File: config.mk
export PLATFORM = sky130hd
export DESIGN_NAME = dmem_arbiter
export DESIGN_NICKNAME = d
export VERILOG_FILES = /design/src/rtl/dmem_arbiter.sv
export SDC_FILE = /design/constraint.sdc
export NUM_CORES = 1
export LEC_CHECK = 0
export ABC_AREA = 1
export CAP_MARGIN = 10
export CELL_PAD_IN_SITES_DETAIL_PLACEMENT = 0
export CELL_PAD_IN_SITES_GLOBAL_PLACEMENT = 2
export CORE_MARGIN = 5
export CORE_UTILIZATION = 17
export DETAILED_ROUTE_END_ITERATION = 8
export GPL_TIMING_DRIVEN = 0
export HOLD_SLACK_MARGIN = 0.08
export PLACE_DENSITY_LB_ADDON = 0.1
export REMOVE_ABC_BUFFERS = 1
export SLEW_MARGIN = 20
export SYNTH_ARGS = -nofsm -noshare
export SYNTH_HDL_FRONTEND = slang
export SYNTH_SLANG_ARGS = --single-unit
export TNS_END_PERCENT = 5
File: constraint.sdc
create_clock -name clk -period 1.57 [get_ports clk]
set_clock_uncertainty 0.15 [all_clocks]
set_input_delay 0.314 -clock clk [delete_from_list [all_inputs] [get_ports clk]]
set_output_delay 0.314 -clock clk [all_outputs]
set_load 0.005 [all_outputs]
File: src/rtl/dmem_arbiter.sv
// Data-memory controller: debounced button preload of DEPTH words, then hands the
// write port to the CPU MEM stage and arbitrates the read port against a display reader.
module dmem_arbiter #(
  parameter int DEPTH     = 10,
  parameter int AW        = 4,
  parameter int DW        = 16,
  parameter int DB_CYCLES = 4
) (
  input  logic             clk,
  input  logic             clr,
  input  logic             btn_load,
  input  logic [DW-1:0]    sw_data,
  input  logic             cpu_mem_write,
  input  logic             cpu_mem_read,
  input  logic [AW-1:0]    cpu_addr,
  input  logic [DW-1:0]    cpu_wdata,
  output logic [DW-1:0]    cpu_rdata,
  input  logic             disp_req,
  input  logic [AW-1:0]    disp_addr,
  output logic [DW-1:0]    disp_data,
  output logic             disp_valid,
  output logic             mem_we,
  output logic [AW-1:0]    mem_waddr,
  output logic [DW-1:0]    mem_wdata,
  output logic [AW-1:0]    mem_raddr,
  input  logic [DW-1:0]    mem_rdata,
  output logic             cpu_run,
  output logic [DEPTH-1:0] load_led,
  output logic             load_done,
  output logic             addr_err
);

  // state  | meaning
  // S_LOAD | preload via button presses, CPU held, CPU requests ignored
  // S_RUN  | CPU owns the write port; terminal until reset
  typedef enum logic {S_LOAD, S_RUN} state_t;

  localparam int               CW       = (DB_CYCLES > 2) ? $clog2(DB_CYCLES) : 1;
  localparam logic [CW-1:0]    DB_LAST  = CW'(DB_CYCLES - 1);
  localparam logic [AW-1:0]    PTR_LAST = AW'(DEPTH - 1);
  localparam logic [AW-1:0]    DEPTH_A  = AW'(DEPTH);
  localparam logic [DEPTH-1:0] LED_INIT = {1'b1, {(DEPTH-1){1'b0}}};

  state_t           state_q, state_d;
  logic [AW-1:0]    load_ptr_q, load_ptr_d;
  logic [DEPTH-1:0] load_led_q, load_led_d;
  logic             load_done_q, load_done_d;
  logic             cpu_run_q, cpu_run_d;

  logic             btn_s1_q, btn_s2_q;
  logic             btn_lvl_q, btn_lvl_prev_q;
  logic [CW-1:0]    db_cnt_q;
  logic             load_stb_q;

  logic             disp_valid_q;
  logic [DW-1:0]    disp_data_q;
  logic             addr_err_q;

  logic             cpu_legal, disp_legal, cpu_rd, disp_grant, in_run;

  // Synchronizer, debounce and rising-edge strobe of the accepted level
  always_ff @(posedge clk) begin
    if (!clr) begin
      btn_s1_q       <= 1'b0;
      btn_s2_q       <= 1'b0;
      btn_lvl_q      <= 1'b0;
      btn_lvl_prev_q <= 1'b0;
      db_cnt_q       <= '0;
      load_stb_q     <= 1'b0;
    end else begin
      btn_s1_q       <= btn_load;
      btn_s2_q       <= btn_s1_q;
      btn_lvl_prev_q <= btn_lvl_q;
      load_stb_q     <= btn_lvl_q & ~btn_lvl_prev_q;
      if (btn_s2_q == btn_lvl_q) begin
        db_cnt_q <= '0;
      end else if (db_cnt_q == DB_LAST) begin
        btn_lvl_q <= btn_s2_q;
        db_cnt_q  <= '0;
      end else begin
        db_cnt_q <= db_cnt_q + 1'b1;
      end
    end
  end

  assign in_run     = (state_q == S_RUN);
  assign cpu_legal  = (cpu_addr < DEPTH_A);
  assign disp_legal = (disp_addr < DEPTH_A);
  assign cpu_rd     = in_run & cpu_mem_read;
  assign disp_grant = ~cpu_rd & disp_req & ~disp_valid_q;
  assign mem_raddr  = cpu_rd ? cpu_addr : disp_addr;
  assign cpu_rdata  = (cpu_rd & cpu_legal) ? mem_rdata : '0;

  always_comb begin
    state_d     = state_q;
    load_ptr_d  = load_ptr_q;
    load_led_d  = load_led_q;
    load_done_d = load_done_q;
    cpu_run_d   = cpu_run_q;
    mem_we      = 1'b0;
    mem_waddr   = load_ptr_q;
    mem_wdata   = sw_data;
    case (state_q)
      S_LOAD: begin
        if (load_stb_q) begin
          mem_we     = 1'b1;
          load_ptr_d = load_ptr_q + 1'b1;
          if (load_ptr_q == PTR_LAST) begin
            state_d     = S_RUN;
            load_led_d  = LED_INIT;
            load_done_d = 1'b1;
            cpu_run_d   = 1'b1;
          end else begin
            load_led_d = load_led_q >> 1;
          end
        end
      end
      S_RUN: begin
        mem_we    = cpu_mem_write & cpu_legal;
        mem_waddr = cpu_addr;
        mem_wdata = cpu_wdata;
      end
      default: state_d = S_LOAD;
    endcase
  end

  always_ff @(posedge clk) begin
    if (!clr) begin
      state_q      <= S_LOAD;
      load_ptr_q   <= '0;
      load_led_q   <= LED_INIT;
      load_done_q  <= 1'b0;
      cpu_run_q    <= 1'b0;
      disp_valid_q <= 1'b0;
      disp_data_q  <= '0;
      addr_err_q   <= 1'b0;
    end else begin
      state_q      <= state_d;
      load_ptr_q   <= load_ptr_d;
      load_led_q   <= load_led_d;
      load_done_q  <= load_done_d;
      cpu_run_q    <= cpu_run_d;
      disp_valid_q <= disp_grant;
      if (disp_grant) disp_data_q <= disp_legal ? mem_rdata : '0;
      addr_err_q   <= in_run & (cpu_mem_read | cpu_mem_write) & ~cpu_legal;
    end
  end

  assign disp_data  = disp_data_q;
  assign disp_valid = disp_valid_q;
  assign addr_err   = addr_err_q;
  assign cpu_run    = cpu_run_q;
  assign load_led   = load_led_q;
  assign load_done  = load_done_q;

endmodule

## After elaboration in Yosys (flattened, before gate mapping)

Index checks and enable logic that the tools add are counted.

| operators by class | value |
|---|---|
| bitwise gates (word level) | 16 |
| muxes and demuxes | 11 |
| eq/ne operators | 3 |
| $add $sub $neg | 2 |
| reduce and logical (&&, ||, !) cells | 4 |
| $lt $le $gt $ge | 2 |

Operator list:

| cell | number |
|---|---|
| two-way mux 16 bit | 3 |
| two-way mux 10 bit | 1 |
| AND 1 bit | 8 |
| less-than comparator 4 bit, second input constant | 2 |
| two-way mux 4 bit | 2 |
| NOT 1 bit | 7 |
| adder 4 x 1 -> 4 bit, second input constant | 1 |
| equality test 4 bit, second input constant | 1 |
| two-way mux 1 bit | 4 |
| AND reduction 2 bit | 2 |
| AND reduction 3 bit | 1 |
| OR reduction 3 bit | 1 |
| adder 2 x 1 -> 2 bit, second input constant | 1 |
| equality test 2 bit, second input constant | 1 |
| case mux 1 bit (2 select lines) | 1 |
| equality test 1 bit | 1 |
| bitwise OR 1 bit | 1 |

| storage, ports and cells | value |
|---|---|
| output and inout bits | 71 |
| word-level logic and storage cells | 51 |
| input bits | 62 |
| register bits after elaboration | 41 |

## Depth between registers and ports, before layout

Gate-level depths: netlist of run 1.

| depth | value |
|---|---|
| depth after elaboration | 4 |
| mapped depth | 6 |
| gate-level depth less buffers | 6 |

## Worst setup path after synthesis of run 1

Ideal clock, no wire load.

| path | value |
|---|---|
| path type | in2out |
| start | input cpu_addr[1] |
| end | output cpu_rdata[10] |
| stages | 4 |
| data arrival time | 0.971 ns |
| setup slack | 0.135 ns |
| buffers on the path | 1 |
| cell sequence | o21ai_1 nand3_4 buf_6 nor2_1 |

| on the way | value |
|---|---|
| cells in the longest elaborated chain, start to end | 3 |

Ends and longest elaborated chain:

| item | line | RTL |
|---|---|---|
| start, declared | 15 | `input logic [AW-1:0] cpu_addr,` |
| less-than comparator 4 bit | 87 | `assign cpu_legal = (cpu_addr < DEPTH_A);` |
| AND 1 bit | 92 | `assign cpu_rdata = (cpu_rd & cpu_legal) ? mem_rdata : '0;` |
| two-way mux 16 bit | 92 |  |
| end, declared | 17 | `output logic [DW-1:0] cpu_rdata,` |

Every way passes these cells.

## Final worst setup path of run 1

| path | value |
|---|---|
| start | register state_q (netlist: in_run) |
| end | output cpu_rdata[3] |

| on the way | value |
|---|---|
| cells in the longest elaborated chain, start to end | 3 |

Ends and longest elaborated chain:

| item | line | RTL |
|---|---|---|
| start, declared | 44 | `state_t state_q, state_d;` |
| start signal, assigned | 138 | `state_q <= state_d;` |
| AND 1 bit | 89 | `assign cpu_rd = in_run & cpu_mem_read;` |
| AND 1 bit | 92 |  |
| two-way mux 16 bit | 92 |  |

Every way passes these cells.

==> run metrics, run 1 <==
status=complete, but fails checks; failing checks=negative setup slack; power share of the combinational group=roughly 17%; worst slew pin tran=roughly 0.63 ns; first-pass GRT wire length=roughly 13 mm; CTS Hold Bufs=0; layout cell share with drive strength beyond 1=21.7%; Net Switching=approximately 0.00068 W; # rows=40; fin crit share=120%; fillers=between 1k and 1.5k; RD Place Congestion=between 0.6 and 0.7; Sequential Power Share=a little over two fifths; Starting Density=~17%; clk root buf=clkbuf_16; WP data arrival=1.42 ns; CP max stage delay=0.42 ns; Seq cells post-synth=41; Die X=approximately 120 µm; hold crit path type=reg2reg; DRT Wirelength=between 8 and 9 mm; clock latency on the worst-skew pair=0.29 ns; fin. max-slew vios=0; # setup viols final=between 50 and 60; Max clock buf depth=2; Core Area=around 12000 µm²; initial antenna violation count=0; Worst path slowest cell=dfxtp_4; Routed wire per std cell=about 13 µm; cell count after synthesis=roughly 330; leading cell type in the layout, fill and taps excluded=nand2_1; P_leak=1.97 nW; GRT Overall Usage=11.3%; Avg Vias per Cell=3.91; CTS tree=built; ANT cells=0; synth unique cells=18; Final WS setup=-0.313 ns; most frequent cells in the layout=94 x nand2_1, 56 x clkdlybuf4s50_1, 45 x inv_1, 45 x nor2_1, 41 x dlygate4sd2_1; worst-path maximum fanout=5; DRC=0; DRT iter0 DRCs=84; nets=544; Clock power frac=41.2%; Max rail drop VDD=between 400 and 500 µV; Power Dens Cells=654 nW/µm²; crit path capture type=primary output; cts bufs inserted=5; fmax=~530 MHz; Max-cap violations=0; Switching Fraction=a little over a quarter; DP Wirelength=approximately 5.5 mm; Via Count=~2.4k; Rel. slew slack=approximately 58%; largest net degree at the start of global routing=34; TritonRoute pass-1 iters=4; Reg clk slew, reported paths=roughly 0.07 ns; Internal=between 0.0015 and 0.002 W; synth warn=0; crit path time final=~1.9 ns; RSZ-0062 raised after global routing=yes; Crit Path Category=reg2out; Netlist Area Pre-Place=between 2000 and 2500 µm²; crit-path cells=buf_12, nand3_4, buf_12, buf_8, nor2_1, buf_2; Crit path top cell by count=buf_12; vias in the first global route=2357; H-tree depth=2; sequential-to-total area share from yosys stat=between 30% and 40%; pre-CTS setup slack=-1.39 ns; Final ANT Viol Nets=0; worst path required time=approximately 1.1 ns; clk sinks=between 40 and 50; Die Area=roughly 15000 µm²; setup TNS=-8.55 ns; Die H=121 µm; critical path launch point type=register; syn_area_per_cell=6.39 µm²; area delta synth->final=90.2%; grt ovf=0; endpoints failing hold=0; Top Ports=around 130; Port Buffers=approximately 130
[per-layer routing]
layer	vias up	routed length, µm	track usage (%)
li1	1297	-	-
met1	1065	4080	15.1
met2	83	3680	17.9
met3	4	598	3.55
met4	0	40	1.91
met5	-	0	0
[final timing paths]
path / from / to / slack [ns] / cells past startpoint
setup / recovery: in_run / cpu_rdata[3] / -0.31 / 6
hold / removal: btn_lvl_prev_q / load_stb_q / 0.23 / 1
setup reg to reg: in_run / disp_data[11] / -0.05 / 6
hold reg to reg: btn_lvl_prev_q / load_stb_q / 0.23 / 1
[stage by stage]
stage	area [µm²]	cells	power (W)	hold slack, ns	util, %
after floorplan	1970	310	0.00125	0.218	-
after global placement	3480	589	0.00158	0.226	29.0
after detailed placement	3480	589	0.00158	0.227	29.0
after CTS	3920	627	0.00265	0.238	32.6
after global routing	3970	627	0.00274	0.256	33.1
final	3970	627	0.00260	0.233	33.1
[layout make-up]
type | instances | area [µm²] | share of cell area (%)
clock buffers | 5 | 125 | 3.15
clock inverters | 3 | 25.0 | 0.630
repair buffers | 159 | 1470 | 37.1
inverters | 46 | 176 | 4.44
well taps | 147 | 184 | 4.63
flip-flops and latches | 41 | 832 | 21.0
multi-input cells | 224 | 1140 | 28.7
repair inverters | 2 | 15.0 | 0.378
[repair_timing]
action | 4_1_cts | 5_1_grt
gates cloned | 3 | 0
gates resized for setup | 195 | 40
endpoints found under the setup margin | 104 | 70
buffers inserted | 27 | 0
hold endpoints to repair | 0 | 0
pin swaps | 17 | 10
[logic make-up after synthesis]
group	count (synthesis)	share of synthesized area [%]
AOI/OAI and AO/OA	50	12.0
DFF	41	39.3
and+or+nand+nor	169	32.8
xor gates and xnor gates	1	0.419
adders and majority gates	3	1.80
buffers and inverters	63	13.7
[state kept, by name, summed over array words and instances, names as in the netlist]
register / cells
cpu_run: 1
addr_err: 1
btn_lvl_prev_q: 1
btn_s2_q: 1
db_cnt_q: 2
in_run: 1
load_led: 10
disp_valid: 1
load_ptr_q: 4
btn_s1_q: 1
btn_lvl_q: 1
disp_data: 16
load_stb_q: 1
[worst max-delay path: cells and delay by family, from the launching register on]
| kind | cells | cell delay (ns) |
|---|---|---|
| DFF | 1 | 0.42 |
| and+or+nand+nor | 2 | 0.18 |
| buffers and inverters | 4 | 0.54 |
[synth_stat cells]
cell,count,area (µm²)
a21oi_1,30,150
buf_2,7,35.0
buf_4,3,22.5
buf_6,4,45.0
clkbuf_1,3,11.3
dfxtp_1,41,821
ha_1,3,37.5
inv_1,46,173
nand2_1,103,387
nand2_4,1,11.3
nand3_1,9,45.0
nand3_4,2,35.0
nor2_1,52,195
nor2_2,1,6.26
nor3_1,1,5.00
o21ai_0,18,90.1
o21ai_1,2,10.0
xor2_1,1,8.76
[power by group through the flow]
stage	combinational (W)	sequential, W	clock [W]
2_1_floorplan	0.000129	0.00112	0
3_3_place_gp	0.000466	0.00112	0
3_5_place_dp	0.000465	0.00112	0
4_1_cts	0.000438	0.00109	0.00112
5_1_grt	0.000486	0.00110	0.00115
6_report	0.000435	0.00109	0.00107
Note: power is estimated with default switching activity, not from simulation.
==> run 2, diff against run 1 <==
PLACE_DENSITY = 0.86   (was default)
PLACE_DENSITY_LB_ADDON = default   (was 0.1)
==> run metrics, run 2 (synthesized netlist as in run 1, its figures left out) <==
DRT iter0 DRCs=~110; Hold Path Depth=1; Die Area=between 10000 and 15000 µm²; TritonRoute pass-1 iters=4; Final WS setup=-0.268 ns; ANT cells=0; DRT Wirelength=just over 8 mm; Power Dens Cells=685 nW/µm²; largest net degree at the start of global routing=34; Critical R2R Launch=in_run; area delta synth->final=92.9%; Via Count=about 2.6k; most frequent cells in the layout=89 x nand2_1, 56 x clkdlybuf4s50_1, 45 x inv_1, 42 x nor2_1, 33 x dlygate4sd2_1; clk root buf=clkbuf_16; GRT Overall Usage=11.0%; RSZ-0062 raised after global routing=yes; crit path capture type=primary output; grt ovf=0; Reg clk slew, reported paths=~0.060 ns; Top Ports=between 100 and 150; worst-path maximum fanout=7; Die H=about 120 µm; fin crit share=117%; CTS tree=built; worst slew pin tran=0.618 ns; Max rail drop VDD=between 300 and 400 µV; Rel. slew slack=58.8%; # rows=40; cts bufs inserted=5; P_leak=2.00 nW; max FFs per register=16; Hold Crit Start=btn_lvl_prev_q; initial antenna violation count=0; fillers=1309; Max clock buf depth=2; DRC=0; nets=roughly 550; vias in the first global route=between 2k and 2.5k; Final ANT Viol Nets=0; r2r setup slk=roughly 0.050 ns; WP data arrival=around 1.4 ns; register area=about 840 µm²; Port Buffers=~130; Post-Place Cells=just under 600; failing checks=negative setup slack; leading cell type in the layout, fill and taps excluded=nand2_1; Worst Hold Path EP=load_stb_q; DP Wirelength=5.41 mm; Routed wire per std cell=~13 µm; # setup viols final=around 40; clock latency on the worst-skew pair=0.28 ns; critical path launch point type=register; layout cell share with drive strength beyond 1=between 20% and 30%; Core Area=between 10000 and 15000 µm²; area of the multi-input gates=around 1200 µm²; clk sinks=41; fin. max-slew vios=0; H-tree depth=2; fin cells=632; RD Place Congestion=~0.7; Tot Pwr=about 0.0028 W; Reg2Reg Depth=5; CTS Hold Bufs=0; fmax=between 500 and 600 MHz; Starting Density=approximately 17%; hold crit path type=reg2reg; Crit Path Category=reg2out; R2R Path End=disp_data[5]; worst path required time=~1.1 ns; first-pass GRT wire length=13.0 mm; Max-cap violations=0; status=complete, but fails checks; Die X=between 100 and 150 µm; Avg Vias per Cell=4.06; crit path time final=1.84 ns; endpoints failing hold=0
[run 2: changes by cell type in the layout (fill, tap and decap cells not counted), sizes merged]
cell	change
buf	+16
dlygate4sd2	-8
clkdlybuf4s15	-3
bufinv	+1
clkbuf	+1
clkinv	-1
inv	-1
[run 2: per-layer routing]
metal  global-route usage, %  wire length (µm)  up-vias
li1                        -                 -     1313
met1                    13.5              3540     1154
met2                    18.5              3810       93
met3                    3.84               714        5
met4                    2.34                78        0
met5                       0                 0        -
[run 2: cell type report]
cell class                      instances  area share, %
Multi-Input combinational cell        224           29.1
Timing Repair inverter                  2          0.373
Sequential cell                        41           20.7
Tap cell                              147           4.57
Inverter                               46           4.38
Clock inverter                          2          0.932
Timing Repair Buffer                  164           36.5
Clock buffer                            6           3.45
[run 2: through the flow]
stage / TNS, ns / hold WS [ns] / instance area (µm²) / util [%] / worst slack [ns]
2_1_floorplan: -15.20 / 0.218 / 1970 / - / -0.625
3_3_place_gp: -81.18 / 0.224 / 3480 / 29.0 / -1.81
3_5_place_dp: -71.36 / 0.231 / 3480 / 29.0 / -1.82
4_1_cts: -9.59 / 0.245 / 3950 / 32.9 / -0.302
5_1_grt: -11.60 / 0.276 / 4030 / 33.5 / -0.338
6_report: -8.04 / 0.239 / 4030 / 33.5 / -0.268
[run 2: timing repair]
action,4_1_cts,5_1_grt
setup endpoints to repair,105,71
resized for setup,246,37
setup buffers,30,2
pin swaps,21,16
cloned,3,0
[run 2: worst max path at each step]
stage / startpoint / end / slack (ns) / cells after the start
global route: in_run / cpu_rdata[9] / -0.34 / 6
floorplan: in_run / mem_we / -0.62 / 3
finish: in_run / cpu_rdata[9] / -0.27 / 6
detailed placement: in_run / mem_we / -1.82 / 4
global placement: in_run / mem_we / -1.81 / 4
CTS: in_run / cpu_rdata[2] / -0.30 / 6
[run 2: worst max-delay path, cell delays in order, from the launching register on]
cell,delay [ns]
dfxtp_4,0.44
buf_12,0.14
nand3_4,0.07
buf_6,0.14
buf_6,0.10
nor2_1,0.08
buf_2,0.11
[run 2: report_power, final]
part / switching, W / internal, W
sequential: 0.0000164 / 0.00108
combinational: 0.000200 / 0.000246
clock: 0.000428 / 0.000794
